File: config.mk
export PLATFORM = sky130hd
export DESIGN_NAME = regfile_wb_arbiter
export DESIGN_NICKNAME = d
export VERILOG_FILES = /design/src/rtl/regfile_wb_arbiter_pkg.sv /design/src/rtl/regfile_wb_arbiter.sv
export SDC_FILE = /design/constraint.sdc
export NUM_CORES = 1
export LEC_CHECK = 0
export CAP_MARGIN = 20
export CORE_MARGIN = 2
export CORE_UTILIZATION = 39
export CTS_BUF_LIST = sky130_fd_sc_hd__clkbuf_16
export DETAILED_ROUTE_END_ITERATION = 10
export PLACE_DENSITY = 0.87
export SYNTH_ARGS = -nofsm -noshare
export SYNTH_HDL_FRONTEND = slang
export SYNTH_SLANG_ARGS = --single-unit
File: constraint.sdc
create_clock -name clk -period 2.1 [get_ports clk]
set_clock_uncertainty 0.2 [all_clocks]
set_input_delay 0.525 -clock clk [delete_from_list [all_inputs] [get_ports clk]]
set_output_delay 0.525 -clock clk [all_outputs]
set_load 0.03 [all_outputs]
File: src/rtl/regfile_wb_arbiter_pkg.sv
// regfile_wb_arbiter_pkg: shared widths, source ids and the zero register for the writeback arbiter
package regfile_wb_arbiter_pkg;
  localparam int AW_DEFAULT = 5;
  localparam int DW_DEFAULT = 32;
  localparam logic SRC_ALU = 1'b0;
  localparam logic SRC_MEM = 1'b1;
  localparam logic [AW_DEFAULT-1:0] REG_ZERO = {AW_DEFAULT{1'b0}};
endpackage

File: src/rtl/regfile_wb_arbiter.sv
// regfile_wb_arbiter: round-robin share of the register file write port between ALU and load writebacks
module regfile_wb_arbiter
  import regfile_wb_arbiter_pkg::*;
#(
  parameter int AW = AW_DEFAULT,
  parameter int DW = DW_DEFAULT
) (
  input  logic          clk,
  input  logic          rst_n,
  input  logic          hold,
  input  logic          alu_valid,
  input  logic [AW-1:0] alu_addr,
  input  logic [DW-1:0] alu_data,
  output logic          alu_ready,
  input  logic          mem_valid,
  input  logic [AW-1:0] mem_addr,
  input  logic [DW-1:0] mem_data,
  output logic          mem_ready,
  output logic [AW-1:0] writeReg,
  output logic [DW-1:0] WriteData,
  output logic          RegWrite,
  input  logic [AW-1:0] reg1,
  input  logic [AW-1:0] reg2,
  output logic          byp1_hit,
  output logic          byp2_hit,
  output logic [DW-1:0] byp_data
);
  logic rr;
  logic grant;
  logic [AW-1:0] g_addr;
  logic [DW-1:0] g_data;
  // grant the lone requester, or the one the pointer favours when both request
  always_comb begin
    alu_ready = !hold && alu_valid && (!mem_valid || rr == SRC_ALU);
    mem_ready = !hold && mem_valid && (!alu_valid || rr == SRC_MEM);
    grant     = alu_ready || mem_ready;
    g_addr    = alu_ready ? alu_addr : mem_addr;
    g_data    = alu_ready ? alu_data : mem_data;
    byp1_hit  = RegWrite && writeReg == reg1 && reg1 != '0;
    byp2_hit  = RegWrite && writeReg == reg2 && reg2 != '0;
    byp_data  = WriteData;
  end
  // write stage and pointer; zero-register grants are consumed but never enable the write
  always_ff @(posedge clk or negedge rst_n) begin
    if (!rst_n) begin
      rr        <= SRC_ALU;
      RegWrite  <= 1'b0;
      writeReg  <= '0;
      WriteData <= '0;
    end else if (!hold) begin
      RegWrite <= grant && g_addr != '0;
      if (grant) begin
        rr        <= alu_ready ? SRC_MEM : SRC_ALU;
        writeReg  <= g_addr;
        WriteData <= g_data;
      end
    end
  end
endmodule
==> results of run 1 <==
-- critical path, cell delays in order, from the launching register on --
cell and delay (ps):
dfrtp_2 450, xor2_1 170, nor3_2 220, and4_1 250
buf_6 140
-- routing by layer --
metal  vias to the layer above  track usage
met5                         -            0
met4                         0        0.100
met3                        19       0.0663
met2                       149        0.435
met1                      1264        0.268
li1                       1256            -
-- metrics by stage --
step | cells | instance area [sq um] | TNS (ps) | setup WS, ps
CTS | 494 | 4090 | -269 | -145
floorplan | 282 | 2400 | 0 | 62.1
global route | 498 | 4180 | -329 | -166
finish | 498 | 4180 | -244 | -144
global placement | 485 | 3900 | -2010 | -367
detailed placement | 485 | 3900 | -2940 | -398
-- synth_stat cells, types with 3 or more instances --
| cell | n |
|---|---|
| o21ai_0 | 16 |
| xor2_1 | 6 |
| nor3_1 | 3 |
| buf_2 | 5 |
| clkbuf_1 | 3 |
| dfrtp_1 | 39 |
| o21ai_1 | 23 |
| nand2_1 | 5 |
| and2_1 | 3 |
| nand3_1 | 36 |
| buf_6 | 6 |
| buf_4 | 40 |
| a31oi_1 | 36 |
| nor2_1 | 38 |
-- logic make-up after synthesis --
logic type	count (synthesis)	synth area share
and+or+nand+nor	97	0.192
DFF	39	0.407
AOI/OAI and AO/OA	82	0.199
buffers and inverters	56	0.173
xor gates and xnor gates	8	0.0292
-- worst paths after layout --
kind	endpoint	cells after the start	slack [ps]	from
max reg2reg	WriteData[19]	5	570	rr
min reg2reg	rr	1	350	rr
min in group clk	rr	1	350	rr
max in group asynchronous	writeReg[0]	2	1210	rst_n
min	WriteData[31]	2	90	rst_n
max	byp2_hit	4	-140	writeReg[0]
-- area by class of cell --
cell class,count,share of cell area
Timing Repair Buffer,188,0.455
Multi-Input combinational cell,187,0.249
Sequential cell,39,0.234
Clock buffer,5,0.0299
Tap cell,75,0.0224
Clock inverter,3,0.00928
Antenna cell,1,0.000599
-- state kept, by name, summed over array words and instances, names as in the netlist --
signal     flops
RegWrite       1
WriteData     32
writeReg       5
rr             1
-- where the power goes --
group          leakage, nW  switching [mW]  internal [mW]  total, mW
Clock               0.0812           0.289          0.554      0.843
Sequential           0.433           0.103          0.861      0.964
Combinational         1.28           0.748          0.618       1.37
Total                 1.79            1.14           2.03       3.17
-- timing repair --
| item | in CTS | in global routing |
|---|---|---|
| pin swaps | 7 | 6 |
| endpoints found under the setup margin | 10 | 29 |
| buffers inserted | 1 | 3 |
| gates resized for setup | 31 | 33 |
| endpoints found under the hold margin | 0 | 0 |
==> summary.md, run 1 <==
| Metric | Value |
|---|---|
| Setup violators final | 2 |
| Final WS setup | -144 ps |
| Synth Area per Inst | 8.50 sq um |
| Syn. warnings | 0 |
| Mapped Area | 0.00240 sq mm |
| Share of cells above drive strength 1 | 0.123 |
| CTS tree | built |
| Clk_lat worst skew | 280 ps |
| DP HPWL | 6.20 mm |
| # hold bufs at CTS | 0 |
| Syn Inst Count | 282 |
| Share of the synthesized area in the top cell type | 0.407 |
| Failing checks | negative setup slack |
| Site Rows | 28 |
| Status | finished with violations |
| Fin util | 0.706 |
| Detail Route Antenna Nets | 0 |
| Final min period | 2240 ps |
| Final-layout fill cell count | 439 |
| Pwr dens | 759 mW/mm^2 |
| Starting Density | 0.405 |
| Final wirelength | 8.50 mm |
| Cell accounting for the most synthesized area | dfrtp_1 |
| First-pass DRT Iterations | 5 |
| DRC violations left | 0 |
| CP Capture Type | output port |
| Final slew viol count | 0 |
| Routability-driven placement congestion ratio | 0.757 |
| Commonest non-fill, non-tap cell in the layout | clkdlybuf4s50_1 |
| Core area | 0.00592 sq mm |
| Met3 wire len | 812 um |
| Reg area | 980 sq um |
| Maximum clock path buffer count | 2 |
| Measured slew at the worst slew-check pin | 516 ps |
| Highest routed layer | met4 |
| Most frequent cells in the layout | 115 x clkdlybuf4s50_1, 37 x nor2_1, 36 x dfrtp_1, 36 x nand3_1, 36 x a31oi_1 |
| Yosys reg bits | 39 |
| Worst EP arrival | 1520 ps |
| Top Ports | 163 |
| Largest net degree at the start of global routing | 40 |
| Number of synthesized flops with an enable pin | 0 |
| Initial antenna violation count | 1 |
| Total clock sinks | 39 |
| First-pass GRT wire length | 12.3 mm |
| Clock-pin slew on the worst setup and hold paths | 60 ps |
| Synthesized Nets | 371 |
| CP Launch Type | flop |
| RSZ-0062 raised after global routing | true |
| # port buffers | 162 |
| 1st-iter DRT viols | 213 |
| WHS | 94.1 ps |
| Die width | 82.4 um |
| Commonest register cell after synthesis | dfrtp_1 |
| Lkg Pwr | 1.79 nW |
| Peak VDD IR | 0.431 mV |
| Hold Crit Class | in2async |
| Final Hold Fails | 0 |
| Wire length per cell | 17.1 um |
| Critical path class | reg2out |
| Routed vias | 2688 |
| H-Tree Depth | 2 |
| DIE HEIGHT | 82.4 um |
| Root buffer cell | clkbuf_16 |
| Async S/R FF share, synth | 1.00 |
| Overall die area | 0.00679 sq mm |
| Global-route usage over all layers | 0.242 |
| Cts bufs inserted | 5 |
| Power, Total | 3.17 mW |
| Relative slew slack | 0.656 |
| Worst Path Max Fanout | 4 |
| Top cells by area, synth | dfrtp_1 41%, buf_4 13%, a31oi_1 9.4% |
| Sequential share of the synthesized area | 0.407 |
| Max Fclk | 446 MHz |
| Multi-input logic area | 0.00104 sq mm |
| Netlist cell types | 30 |
| Vias/cell | 5.40 |
| Grt ovf | 0 |
| Area growth, synth to finish | 74.4% |
| Maximum capacitance violations | 0 |
| Post-Route M1 WL | 2.97 mm |
| CP Data Required Time | 1370 ps |
| Metal2 WL | 4.46 mm |
| Vias in the first global route | 2522 |
| Tcrit/Tclk final | 1.07 |
| Final net count | 510 |
No activity file was read; power rests on OpenSTA's default activity.
==> run 2, diff against run 1 <==
Settings changed: CORE_UTILIZATION 39 to 32, CTS_CLUSTER_SIZE set to 12, PLACE_DENSITY 0.87 to 0.77.
Clock period 2.1 ns to 1.8 ns, I/O delays scaled along.
==> summary.md, run 2 (synthesis results as in run 1) <==
| Metric | Value |
|---|---|
| Status | finished with violations |
| Failing checks | negative setup slack |
| Wire length per cell | 14.9 um |
| Vias in the first global route | 2566 |
| Worst EP arrival | 1440 ps |
| Most frequent cells in the layout | 77 x dlygate4sd2_1, 75 x clkdlybuf4s50_1, 36 x nand3_1, 36 x nor2_1, 36 x a31oi_1 |
| Top reg by flops | WriteData |
| Pwr dens | 861 mW/mm^2 |
| Top Ports | 163 |
| Relative slew slack | 0.779 |
| Hold Crit Class | reg2reg |
| DP HPWL | 5.61 mm |
| RR Startpoint | rr |
| Cts bufs inserted | 5 |
| CTS tree | built |
| Routability-driven placement congestion ratio | 0.731 |
| First-pass GRT wire length | 12.5 mm |
| CP Data Required Time | 1150 ps |
| Maximum clock path buffer count | 2 |
| Final slew viol count | 0 |
| Area growth, synth to finish | 72.5% |
| Max reg flops | 32 |
| Die width | 90.6 um |
| CP bufs+invs | 2 |
| CP delay by family, top | simple AND/OR/NAND/NOR gates |
| Final WS setup | -294 ps |
| CP Launch Type | input port |
| Global-route usage over all layers | 0.186 |
| Final min period | 2090 ps |
| Lkg Pwr | 1.68 nW |
| Overall die area | 0.00820 sq mm |
| Tcrit/Tclk final | 1.16 |
| Hold Crit Start | rr |
| Site Rows | 31 |
| Final wirelength | 7.73 mm |
| Core area | 0.00725 sq mm |
| Commonest non-fill, non-tap cell in the layout | dlygate4sd2_1 |
| Critical path class | in2out |
| First-pass DRT Iterations | 4 |
| Dpl cells | 507 |
| Reg2reg path depth | 5 |
| Final instance area | 0.00414 sq mm |
| 1st-iter DRT viols | 87 |
| Clock-pin slew on the worst setup and hold paths | 60 ps |
| Worst hold endpoint | rr |
| WHS | 353 ps |
| Total clock sinks | 39 |
| CP Cell Sequence | dlygate4sd2_1 -> xor2_1 -> nor3_1 -> and4_4 -> buf_6 |
| Root buffer cell | clkbuf_16 |
| Antenna diode count | 0 |
| Final Hold Fails | 0 |
| Slowest CP cell | dlygate4sd2_1 |
| Worst Path Max Fanout | 2 |
| Initial antenna violation count | 0 |
| H-Tree Depth | 2 |
| Peak VDD IR | 0.426 mV |
| CP Capture Type | output port |
| RSZ-0062 raised after global routing | true |
| Largest net degree at the start of global routing | 40 |
| Reg2reg setup slack | 240 ps |
| Finished Layout Cells | 518 |
| Regs by FF count | WriteData x32, writeReg x5 |
| Starting Density | 0.331 |
| Setup violators final | 2 |
| DRC violations left | 0 |
| Routed vias | 2554 |
| Final net count | 507 |
| Max Fclk | 478 MHz |
| Share of cells above drive strength 1 | 0.138 |
| Pre-CTS WS | -527 ps |
| Clk_lat worst skew | 280 ps |
| Grt ovf | 0 |
| Hold path depth | 1 |
| Maximum capacitance violations | 0 |
| Placed instance area | 0.00397 sq mm |
| Reg-to-Reg End | WriteData[14] |
| Detail Route Antenna Nets | 0 |
| Measured slew at the worst slew-check pin | 330 ps |
| # port buffers | 162 |
| Largest stage delay, worst path | 270 ps |
| Vias/cell | 4.93 |
| DIE HEIGHT | 90.6 um |
## run 2: cell types whose count changed in the layout (fill, tap and decap cells not counted), moves of 2 or more
cell	change
dlymetal6s2s_1	-24
clkdlybuf4s50_1	-40
buf_4	-6
buf_12	+3
nor2_4	+2
nand2b_1	-2
and4_4	+2
and4_1	-2
dlygate4sd2_1	+64
nand2b_4	+2
## run 2: repair_timing
action / CTS / global route
pin swaps: 7 / 5
endpoints found under the hold margin: 39 / 0
setup buffers: 2 / 0
endpoints found under the setup margin: 110 / 6
hold buffers: 1 / 0
gates resized for setup: 96 / 9
## run 2: worst max-delay path by stage
stage	from	endpoint	slack [ps]	depth (start not counted)
6_report	reg1[2]	byp1_hit	-290	5
2_1_floorplan	writeReg[0]	byp2_hit	2	3
5_1_grt	writeReg[2]	byp2_hit	-360	4
4_1_cts	writeReg[0]	byp1_hit	-300	4
3_3_place_gp	reg1[3]	byp1_hit	-470	5
3_5_place_dp	reg1[3]	byp1_hit	-530	5
## run 2: area by class of cell
| cell class | instances | area, sq um |
|---|---|---|
| multi-input combinational | 187 | 1090 |
| clock buffer | 5 | 125 |
| sequential | 39 | 981 |
| tap | 99 | 124 |
| timing repair buffer | 185 | 1780 |
| fill | 693 | 3120 |
| clock inverter | 3 | 38.8 |
## run 2: metrics by stage
step | power, mW | util | TNS [ps]
3_3_place_gp | 2.72 | 0.547 | -14360
5_1_grt | 3.74 | 0.570 | -713
4_1_cts | 3.59 | 0.567 | -596
2_1_floorplan | 2.07 | - | 0
3_5_place_dp | 2.74 | 0.547 | -15360
6_report | 3.56 | 0.570 | -576
## run 2: worst register-to-register path, cell delays in order, from the launching register on
cell and delay (ps):
dfrtp_1 410, and2_4 190, buf_4 140, buf_12 160, o21ai_0 230, a31oi_1 120
## run 2: per-layer routing
metal / track usage / up-vias / part of all wire
met5: 0 / - / 0
met4: 0.0474 / 0 / 0.014
met3: 0.0451 / 11 / 0.081
met2: 0.356 / 125 / 0.52
met1: 0.204 / 1170 / 0.39
li1: - / 1248 / -
## run 2: report_power, final
part | switching (mW) | total (mW) | internal [mW]
clock | 0.332 | 0.978 | 0.646
combinational | 0.866 | 1.47 | 0.604
sequential | 0.111 | 1.12 | 1.00
total | 1.31 | 3.56 | 2.25
